[config.mk]
export PLATFORM = sky130hd
export DESIGN_NAME = cmd_script_player_flat
export DESIGN_NICKNAME = d
export VERILOG_FILES = /design/src/rtl/cmd_script_player_if.sv /design/src/rtl/cmd_script_player.sv /design/src/flat_wrapper.sv
export SDC_FILE = /design/constraint.sdc
export NUM_CORES = 1
export LEC_CHECK = 0
export ABC_AREA = 1
export CAP_MARGIN = 20
export CORE_ASPECT_RATIO = 0.75
export CORE_MARGIN = 2
export CORE_UTILIZATION = 40
export CTS_CLUSTER_DIAMETER = 200
export DETAILED_ROUTE_END_ITERATION = 6
export SYNTH_ARGS = -nofsm -noshare
export SYNTH_HDL_FRONTEND = slang
export SYNTH_SLANG_ARGS = --single-unit
[constraint.sdc]
create_clock -name clk -period 3.1 [get_ports clk]
set_clock_uncertainty 0.1 [all_clocks]
set_input_delay 0.31 -clock clk [delete_from_list [all_inputs] [get_ports clk]]
set_output_delay 0.31 -clock clk [all_outputs]
set_load 0.01 [all_outputs]
[src/rtl/cmd_script_player_if.sv]
`default_nettype none
// ============================================================================
//  Module      : cmd_script_player_if
//  Description : Command/response link between cmd_script_player and the
//                RemoteComm block.
//                  cmd      16  command word (player -> RemoteComm)
//                  snd_cmd   1  one-cycle send strobe (player -> RemoteComm)
//                  cmd_snt   1  command fully transmitted (RemoteComm -> player)
//                  resp_rdy  1  response byte valid (RemoteComm -> player)
//                  resp      8  response byte (RemoteComm -> player)
//                master : the script player side
//                slave  : the RemoteComm side
//  Revision    : 1.0 - initial release
// ============================================================================
interface cmd_script_player_if;
    logic [15:0] cmd;
    logic        snd_cmd;
    logic        cmd_snt;
    logic        resp_rdy;
    logic [7:0]  resp;

    modport master (
        output cmd,
        output snd_cmd,
        input  cmd_snt,
        input  resp_rdy,
        input  resp
    );

    modport slave (
        input  cmd,
        input  snd_cmd,
        output cmd_snt,
        output resp_rdy,
        output resp
    );
endinterface
`default_nettype wire

[src/rtl/cmd_script_player.sv]
`default_nettype none
// ============================================================================
//  Module      : cmd_script_player
//  Description : Holds a script of 16-bit Knight commands and plays them in
//                order to RemoteComm. Each command waits for cmd_snt and then
//                for a response byte, which must equal EXP_RESP, all under a
//                per-command watchdog counted from the send strobe.
//  Ports       : clk, rst        clock, synchronous active-high reset
//                load_en/addr/cmd script memory write (ignored while busy)
//                num_cmds        commands to play, sampled on accepted start
//                start, abort    begin / terminate playback
//                rc_if           RemoteComm link (master modport)
//                busy, done      playback in progress / sticky completion
//                pass            all commands answered with EXP_RESP
//                err_idx         index of the failing command
//                err_code        0 none, 1 bad resp, 2 cmd_snt timeout,
//                                3 resp timeout or abort
//                cmds_done       commands completed successfully
//  Revision    : 1.0 - initial release
// ============================================================================
module cmd_script_player #(
    parameter int          DEPTH          = 16,
    parameter int          TIMEOUT_CYCLES = 10000000,
    parameter logic [7:0]  EXP_RESP       = 8'hA5,
    parameter int          TW             = 24,
    localparam int         AW             = $clog2(DEPTH)
) (
    input  wire logic          clk,
    input  wire logic          rst,
    input  wire logic          load_en,
    input  wire logic [AW-1:0] load_addr,
    input  wire logic [15:0]   load_cmd,
    input  wire logic [AW:0]   num_cmds,
    input  wire logic          start,
    input  wire logic          abort,
    cmd_script_player_if.master rc_if,
    output logic               busy,
    output logic               done,
    output logic               pass,
    output logic [AW-1:0]      err_idx,
    output logic [1:0]         err_code,
    output logic [AW:0]        cmds_done
);

    localparam logic [2:0] c_ST_IDLE      = 3'd0;
    localparam logic [2:0] c_ST_SEND      = 3'd1;
    localparam logic [2:0] c_ST_WAIT_SNT  = 3'd2;
    localparam logic [2:0] c_ST_WAIT_RESP = 3'd3;
    localparam logic [2:0] c_ST_FIN       = 3'd4;

    localparam logic [AW:0]   c_DEPTH_W  = (AW+1)'(DEPTH);
    localparam logic [AW:0]   c_ONE_W    = (AW+1)'(1);
    localparam logic [TW-1:0] c_TMO_LAST = TW'(TIMEOUT_CYCLES - 1);

    localparam logic [1:0] c_ERR_NONE = 2'd0;
    localparam logic [1:0] c_ERR_RESP = 2'd1;
    localparam logic [1:0] c_ERR_SNT  = 2'd2;
    localparam logic [1:0] c_ERR_TMO  = 2'd3;

    logic [15:0]   r_mem [DEPTH];
    logic [2:0]    r_state;
    logic [AW-1:0] r_idx;
    logic [AW:0]   r_count;
    logic [TW-1:0] r_timer;
    logic [15:0]   r_cmd;
    logic          r_snd;
    logic          r_busy;
    logic          r_done;
    logic          r_pass;
    logic [AW-1:0] r_err_idx;
    logic [1:0]    r_err_code;
    logic [AW:0]   r_cmds_done;
    // Outcome staged on entry to FIN and published together with done.
    logic          r_res_pass;
    logic [1:0]    r_res_code;
    logic [AW-1:0] r_res_idx;

    logic [AW:0]   w_num_sat;
    logic [AW-1:0] w_idx_next;
    logic          w_last;
    logic          w_timeout;

    // The count port is one bit wider than the script, so clamp to DEPTH.
    assign w_num_sat  = (num_cmds > c_DEPTH_W) ? c_DEPTH_W : num_cmds;
    assign w_idx_next = r_idx + AW'(1);
    assign w_last     = ({1'b0, r_idx} == (r_count - c_ONE_W));
    // ">=" keeps a late cmd_snt (on the last WAIT_SNT cycle) from leaving
    // WAIT_RESP without a deadline; it then times out one cycle later.
    assign w_timeout  = (r_timer >= c_TMO_LAST);

    always_ff @(posedge clk) begin
        if (load_en && !r_busy) begin
            r_mem[load_addr] <= load_cmd;
        end
    end

    always_ff @(posedge clk) begin
        if (rst) begin
            r_state     <= c_ST_IDLE;
            r_idx       <= '0;
            r_count     <= '0;
            r_timer     <= '0;
            r_cmd       <= '0;
            r_snd       <= 1'b0;
            r_busy      <= 1'b0;
            r_done      <= 1'b0;
            r_pass      <= 1'b0;
            r_err_idx   <= '0;
            r_err_code  <= c_ERR_NONE;
            r_cmds_done <= '0;
            r_res_pass  <= 1'b0;
            r_res_code  <= c_ERR_NONE;
            r_res_idx   <= '0;
        end else begin
            r_snd <= 1'b0;
            case (r_state)
                c_ST_IDLE: begin
                    if (start) begin
                        r_done      <= 1'b0;
                        r_pass      <= 1'b0;
                        r_err_idx   <= '0;
                        r_err_code  <= c_ERR_NONE;
                        r_cmds_done <= '0;
                        r_busy      <= 1'b1;
                        r_idx       <= '0;
                        r_count     <= w_num_sat;
                        if (w_num_sat == '0) begin
                            r_res_pass <= 1'b1;
                            r_res_code <= c_ERR_NONE;
                            r_res_idx  <= '0;
                            r_state    <= c_ST_FIN;
                        end else begin
                            // Command and strobe are launched together so
                            // cmd is valid in the strobe cycle.
                            r_cmd   <= r_mem[0];
                            r_snd   <= 1'b1;
                            r_timer <= '0;
                            r_state <= c_ST_SEND;
                        end
                    end
                end

                c_ST_SEND: begin
                    r_timer <= r_timer + TW'(1);
                    if (abort) begin
                        r_res_pass <= 1'b0;
                        r_res_code <= c_ERR_TMO;
                        r_res_idx  <= r_idx;
                        r_state    <= c_ST_FIN;
                    end else begin
                        r_state <= c_ST_WAIT_SNT;
                    end
                end

                c_ST_WAIT_SNT: begin
                    r_timer <= r_timer + TW'(1);
                    if (abort) begin
                        r_res_pass <= 1'b0;
                        r_res_code <= c_ERR_TMO;
                        r_res_idx  <= r_idx;
                        r_state    <= c_ST_FIN;
                    end else if (rc_if.cmd_snt) begin
                        r_state <= c_ST_WAIT_RESP;
                    end else if (w_timeout) begin
                        r_res_pass <= 1'b0;
                        r_res_code <= c_ERR_SNT;
                        r_res_idx  <= r_idx;
                        r_state    <= c_ST_FIN;
                    end
                end

                c_ST_WAIT_RESP: begin
                    r_timer <= r_timer + TW'(1);
                    if (abort) begin
                        r_res_pass <= 1'b0;
                        r_res_code <= c_ERR_TMO;
                        r_res_idx  <= r_idx;
                        r_state    <= c_ST_FIN;
                    end else if (rc_if.resp_rdy) begin
                        if (rc_if.resp == EXP_RESP) begin
                            r_cmds_done <= r_cmds_done + c_ONE_W;
                            if (w_last) begin
                                r_res_pass <= 1'b1;
                                r_res_code <= c_ERR_NONE;
                                r_res_idx  <= '0;
                                r_state    <= c_ST_FIN;
                            end else begin
                                r_idx   <= w_idx_next;
                                r_cmd   <= r_mem[w_idx_next];
                                r_snd   <= 1'b1;
                                r_timer <= '0;
                                r_state <= c_ST_SEND;
                            end
                        end else begin
                            r_res_pass <= 1'b0;
                            r_res_code <= c_ERR_RESP;
                            r_res_idx  <= r_idx;
                            r_state    <= c_ST_FIN;
                        end
                    end else if (w_timeout) begin
                        r_res_pass <= 1'b0;
                        r_res_code <= c_ERR_TMO;
                        r_res_idx  <= r_idx;
                        r_state    <= c_ST_FIN;
                    end
                end

                c_ST_FIN: begin
                    r_done     <= 1'b1;
                    r_busy     <= 1'b0;
                    r_pass     <= r_res_pass;
                    r_err_code <= r_res_code;
                    r_err_idx  <= r_res_idx;
                    r_state    <= c_ST_IDLE;
                end

                default: begin
                    r_state <= c_ST_IDLE;
                end
            endcase
        end
    end

    assign rc_if.cmd     = r_cmd;
    assign rc_if.snd_cmd = r_snd;
    assign busy          = r_busy;
    assign done          = r_done;
    assign pass          = r_pass;
    assign err_idx       = r_err_idx;
    assign err_code      = r_err_code;
    assign cmds_done     = r_cmds_done;

endmodule
`default_nettype wire

[src/flat_wrapper.sv]
// flat-port wrapper written by rule: the top's interface ports become plain ports
module cmd_script_player_flat 
#(
    parameter int          DEPTH          = 16,
    parameter int          TIMEOUT_CYCLES = 10000000,
    parameter logic [7:0]  EXP_RESP       = 8'hA5,
    parameter int          TW             = 24,
    localparam int         AW             = $clog2(DEPTH)
)
  (clk, rst, load_en, load_addr, load_cmd, num_cmds, start, abort, busy, done, pass, err_idx, err_code, cmds_done, rc_if_cmd, rc_if_snd_cmd, rc_if_cmd_snt, rc_if_resp_rdy, rc_if_resp);
  cmd_script_player_if rc_if_i ();
  input  wire logic clk;
  input  wire logic rst;
  input  wire logic load_en;
  input  wire logic [AW-1:0] load_addr;
  input  wire logic [15:0] load_cmd;
  input  wire logic [AW:0] num_cmds;
  input  wire logic start;
  input  wire logic abort;
  output logic busy;
  output logic done;
  output logic pass;
  output logic [AW-1:0] err_idx;
  output logic [1:0] err_code;
  output logic [AW:0] cmds_done;
  output wire logic [$bits(rc_if_i.cmd)-1:0] rc_if_cmd;
  output wire logic [$bits(rc_if_i.snd_cmd)-1:0] rc_if_snd_cmd;
  input wire logic [$bits(rc_if_i.cmd_snt)-1:0] rc_if_cmd_snt;
  input wire logic [$bits(rc_if_i.resp_rdy)-1:0] rc_if_resp_rdy;
  input wire logic [$bits(rc_if_i.resp)-1:0] rc_if_resp;
  assign rc_if_cmd = rc_if_i.cmd;
  assign rc_if_snd_cmd = rc_if_i.snd_cmd;
  assign rc_if_i.cmd_snt = rc_if_cmd_snt;
  assign rc_if_i.resp_rdy = rc_if_resp_rdy;
  assign rc_if_i.resp = rc_if_resp;
  cmd_script_player #(.DEPTH(DEPTH), .TIMEOUT_CYCLES(TIMEOUT_CYCLES), .EXP_RESP(EXP_RESP), .TW(TW)) u_core (.clk(clk), .rst(rst), .load_en(load_en), .load_addr(load_addr), .load_cmd(load_cmd), .num_cmds(num_cmds), .start(start), .abort(abort), .rc_if(rc_if_i), .busy(busy), .done(done), .pass(pass), .err_idx(err_idx), .err_code(err_code), .cmds_done(cmds_done));
endmodule
==> reports/metrics.sh <==
GRT_FIRST_PASS_WIRELENGTH_MM=55.01
POWER.DENSITY_mW_PER_MM2=772.7
ANTENNA_FOUND_INITIAL=0
COMBINATIONAL_FAMILY_WITH_THE_MOST_AREA_AFTER_SYNTHESIS='simple AND/OR/NAND/NOR gates'
YS_TYPES=36
CTS_RESIZED=0
SYNTH.TOP_CELLS.BY_AREA='sky130_fd_sc_hd__edfxtp_1, sky130_fd_sc_hd__dfxtp_1, sky130_fd_sc_hd__nor2_1'
NETLIST.TOP_CELL.BY_AREA='sky130_fd_sc_hd__edfxtp_1'
SYNTH_FA_HA_AREA_SHARE_PCT=0.3600
GP_CONGESTION=0.8300
WORST-ENDPOINT-REQUIRED_PS=3410
CRIT_PATH_START_KIND='flop'
CLOCK_BUFFERS_CREATED_BY_TRITONCTS=36
POST_SYNTHESIS_SEQUENTIAL_AREA_RATIO_PCT=65.96
WL_PER_CELL_UM=18.87
VIA_COUNT=10070
TIGHTEST_SLEW_PS=735.5
MAXCAPVIOLATIONS=0
IR_DROP_uV=478.3
YOSYS_WARNINGS=0
TOTAL_INSERTED_ANTENNA_CELLS=0
TOTALNEGATIVESETUPSLACK_PS=0
LARGEST_NET_DEGREE_AT_THE_START_OF_GLOBAL_ROUTING=93
WORST_EP_ARRIVAL_TIME_PS=2720
POST-LAYOUT-TOTAL-POWER_mW=12.69
SYNTH_SIMPLE_GATE_AREA_SHARE_PCT=15.55
SYNTH_COMPOUND_GATE_AREA_SHARE_PCT=12.52
CP_CELL_SEQUENCE='nand3_1 > xor2_2 > clkinv_1 > o211ai_1 > nand3_1 > nand3_1 > a21oi_1'
TIMING.FINAL.MAX_SLEW_VIOLATIONS=0
POST_SYNTHESIS_CELLS=1328
DETAILROUTE.WIRELENGTH.MET2_MM=15.66
LAYOUT-DRIVE-GT1-SHARE_PCT=8.780
CLKSLEWWORSTSETUPHOLDPATHS_PS=60
WORST_PATH_MAX_DELAY_CELL='sky130_fd_sc_hd__clkinv_1'
RSZ0062_AT_GRT='false'
SETUP.WORST_PATH.END_CLASS='flop'
GR-USAGE-ALL-LAYERS_PCT=19.82
TRITONCTS='yes'
TOTAL_LEAKAGE_POWER_nW=5.503
MET3ROUTEDLENGTH_MM=1.748
FINAL_COMMON_CELL='sky130_fd_sc_hd__edfxtp_1'
DR.FIRST_ITER.DRC_COUNT=912
ROUTED_WIRE_LENGTH_MM=35.71
CRITICAL-PATH-TOP-CELL-BY-COUNT='sky130_fd_sc_hd__nand3_1'
CTS-HTREE-LEVELS=2
POST_DP_CELL_AREA_SQ_MM=0.01530
SYNTH.MUX.AREA_FRACTION_PCT=0
SYNTH_TOP_CELL_AREA_SHARE_PCT=55.30
PERIOD_SHARE_PCT=77.73
CORE-AREA_SQ_MM=0.03447
WORSTSETUPPATHTYPE='reg -> reg'
YOSYS.AREA_SHARE.XOR_XNOR_PCT=1.314
CRITICAL_PATH.MAX_FANOUT=17
INITIAL_CORE_UTIL_PCT=40.32
HPWL_MM=21.72
MOSTFREQUENTLAYOUTCELLS='sky130_fd_sc_hd__edfxtp_1, sky130_fd_sc_hd__nor2_1, sky130_fd_sc_hd__o21ai_0'
GRT.OVERFLOW.TOTAL=0
FLOORPLAN.DIE.HEIGHT_UM=165.4
ROWS=59
POSTSYNTHAREAPERCELL_SQ_UM=10.47
MAXCLOCKFREQUENCY_MHz=415.0
NUMPORTBUFFERS=70
FLOORPLAN_DIE_AREA_SQ_MM=0.03628
WORST_PATH_LARGEST_CELL_DELAY_PS=560
MIN-DELAY-PATH-CLASS='in -> reg'
HOLD_VIOL=0
SYNTH_SEQ_CELLS=330
FINALSETUPVIOLATIONS=0
SYNTHESIS.AREA_SQ_MM=0.01390
DRT_PRE_ANTENNA_ITERS=5
DRC=0
POST-ROUTE-CELL-AREA_SQ_MM=0.01642
DRT-VIAS-PER-INSTANCE=5.320
DIE_W_UM=219.3
CTS.REPAIR_TIMING.SETUP_BUFFER_COUNT=0
SYNTH.NET_COUNT=1372
TRITONCTS_NUM_SINKS=330
AREAGROWTHSYNTHTOFINISH_PCT=18.11
BOUNDARYPINS=71
RELSLEWSLACK_PCT=50.81
POST_CTS_HOLD_BUFFER_COUNT=0
FINAL.MIN_CLOCK_PERIOD_PS=2410
OUTCOME='completed'
ROUTED.TOP_LAYER='met4'
CLOCK_INSERTION_DELAY_AT_THE_LATER_PIN_OF_THE_SKEW_REPORT_PS=530
MET1_LENGTH_MM=17.44
FIRST_GLOBAL_VIAS=9454
ANT_NETS=0
NETS=1451
CLK_PATH_BUF_DEPTH=3
CLOCKROOTBUFFER='sky130_fd_sc_hd__clkbuf_16'
## worst max-delay path, delay by kind of cell (launching register included)
kind	cells	cell delay (ps)
compound gates	2	480
xor+xnor	1	180
buf+inv	1	560
flops	1	550
simple gates	3	420
## routing by layer
layer / vias up / global-route usage (%)
met3: 57 / 2.949
li1: 4826 / -
met5: - / 0
met1: 4921 / 29.93
met4: 0 / 5.958
met2: 261 / 29.44
## power by group
part	internal (mW)	leakage, nW	switching, mW
Clock	2.34	0.542	1.76
Sequential	4.91	2.91	0.148
Combinational	1.15	2.05	2.38
## worst paths after layout
| kind | start | endpoint | slack [ps] | cells past startpoint |
|---|---|---|---|---|
| max | u_core.r_idx[2] | u_core.rc_if.cmd[11] | 690 | 7 |
| min | rst | u_core.r_res_idx[1] | 90 | 2 |
| max reg2reg | u_core.r_idx[2] | u_core.rc_if.cmd[11] | 690 | 7 |
| min reg2reg | u_core.err_idx[1] | u_core.err_idx[1] | 360 | 2 |
## per-stage QoR
step | utilization [%] | cells | hold WS, ps | setup WS [ps]
floorplan | - | 1328 | 308.9 | 824.4
detailed placement | 44.38 | 1826 | 353.6 | 558.7
CTS | 47.62 | 1892 | 90.14 | 691.3
global placement | 44.38 | 1826 | 348.7 | 591.6
finish | 47.62 | 1892 | 94.85 | 690.5
global route | 47.62 | 1892 | 102.9 | 468.2
## cell type report
| class | instances | area (sq um) |
|---|---|---|
| Sequential cell | 330 | 9173 |
| Multi-Input combinational cell | 850 | 4222 |
| Fill cell | 3146 | 18060 |
| Clock inverter | 19 | 177.7 |
| Inverter | 82 | 309.0 |
| Timing Repair Buffer | 107 | 1023 |
| Tap cell | 457 | 571.8 |
| Clock buffer | 47 | 942.2 |
## logic make-up after synthesis
logic type	count (synthesis)
adder cells (fa/ha/maj)	4
XOR/XNOR	20
flip-flops	330
AND/OR/NAND/NOR	517
AO/OA/AOI/OAI	309
buffers and inverters	148
## registers in the layout (all words and copies together), names as in the netlist, 2 cells and up
signal,count
u_core.r_mem,256
u_core.err_idx,4
u_core.rc_if.cmd,16
u_core.r_timer,24
u_core.cmds_done,5
u_core.r_state,3
u_core.r_res_idx,4
u_core.err_code,2
u_core.r_res_code,2
u_core.r_count,5
u_core.r_idx,4
## synth_stat cells, drive strengths merged
master and count:
nand3b 2, buf 26, edfxtp 256, clkbuf 40, xor2 17, nor2 254
clkinv 2, nand3 73, a21oi 58, nor3 27, a31oi 1, nand4 12
nand2b 1, dfxtp 74, or2 1, ha 4, o211a 1, xnor2 3
o21ai 176, inv 80, nor4 1, nand2 143, nor3b 3, o211ai 67
a211oi 6
Note: power is estimated with default switching activity, not from simulation.
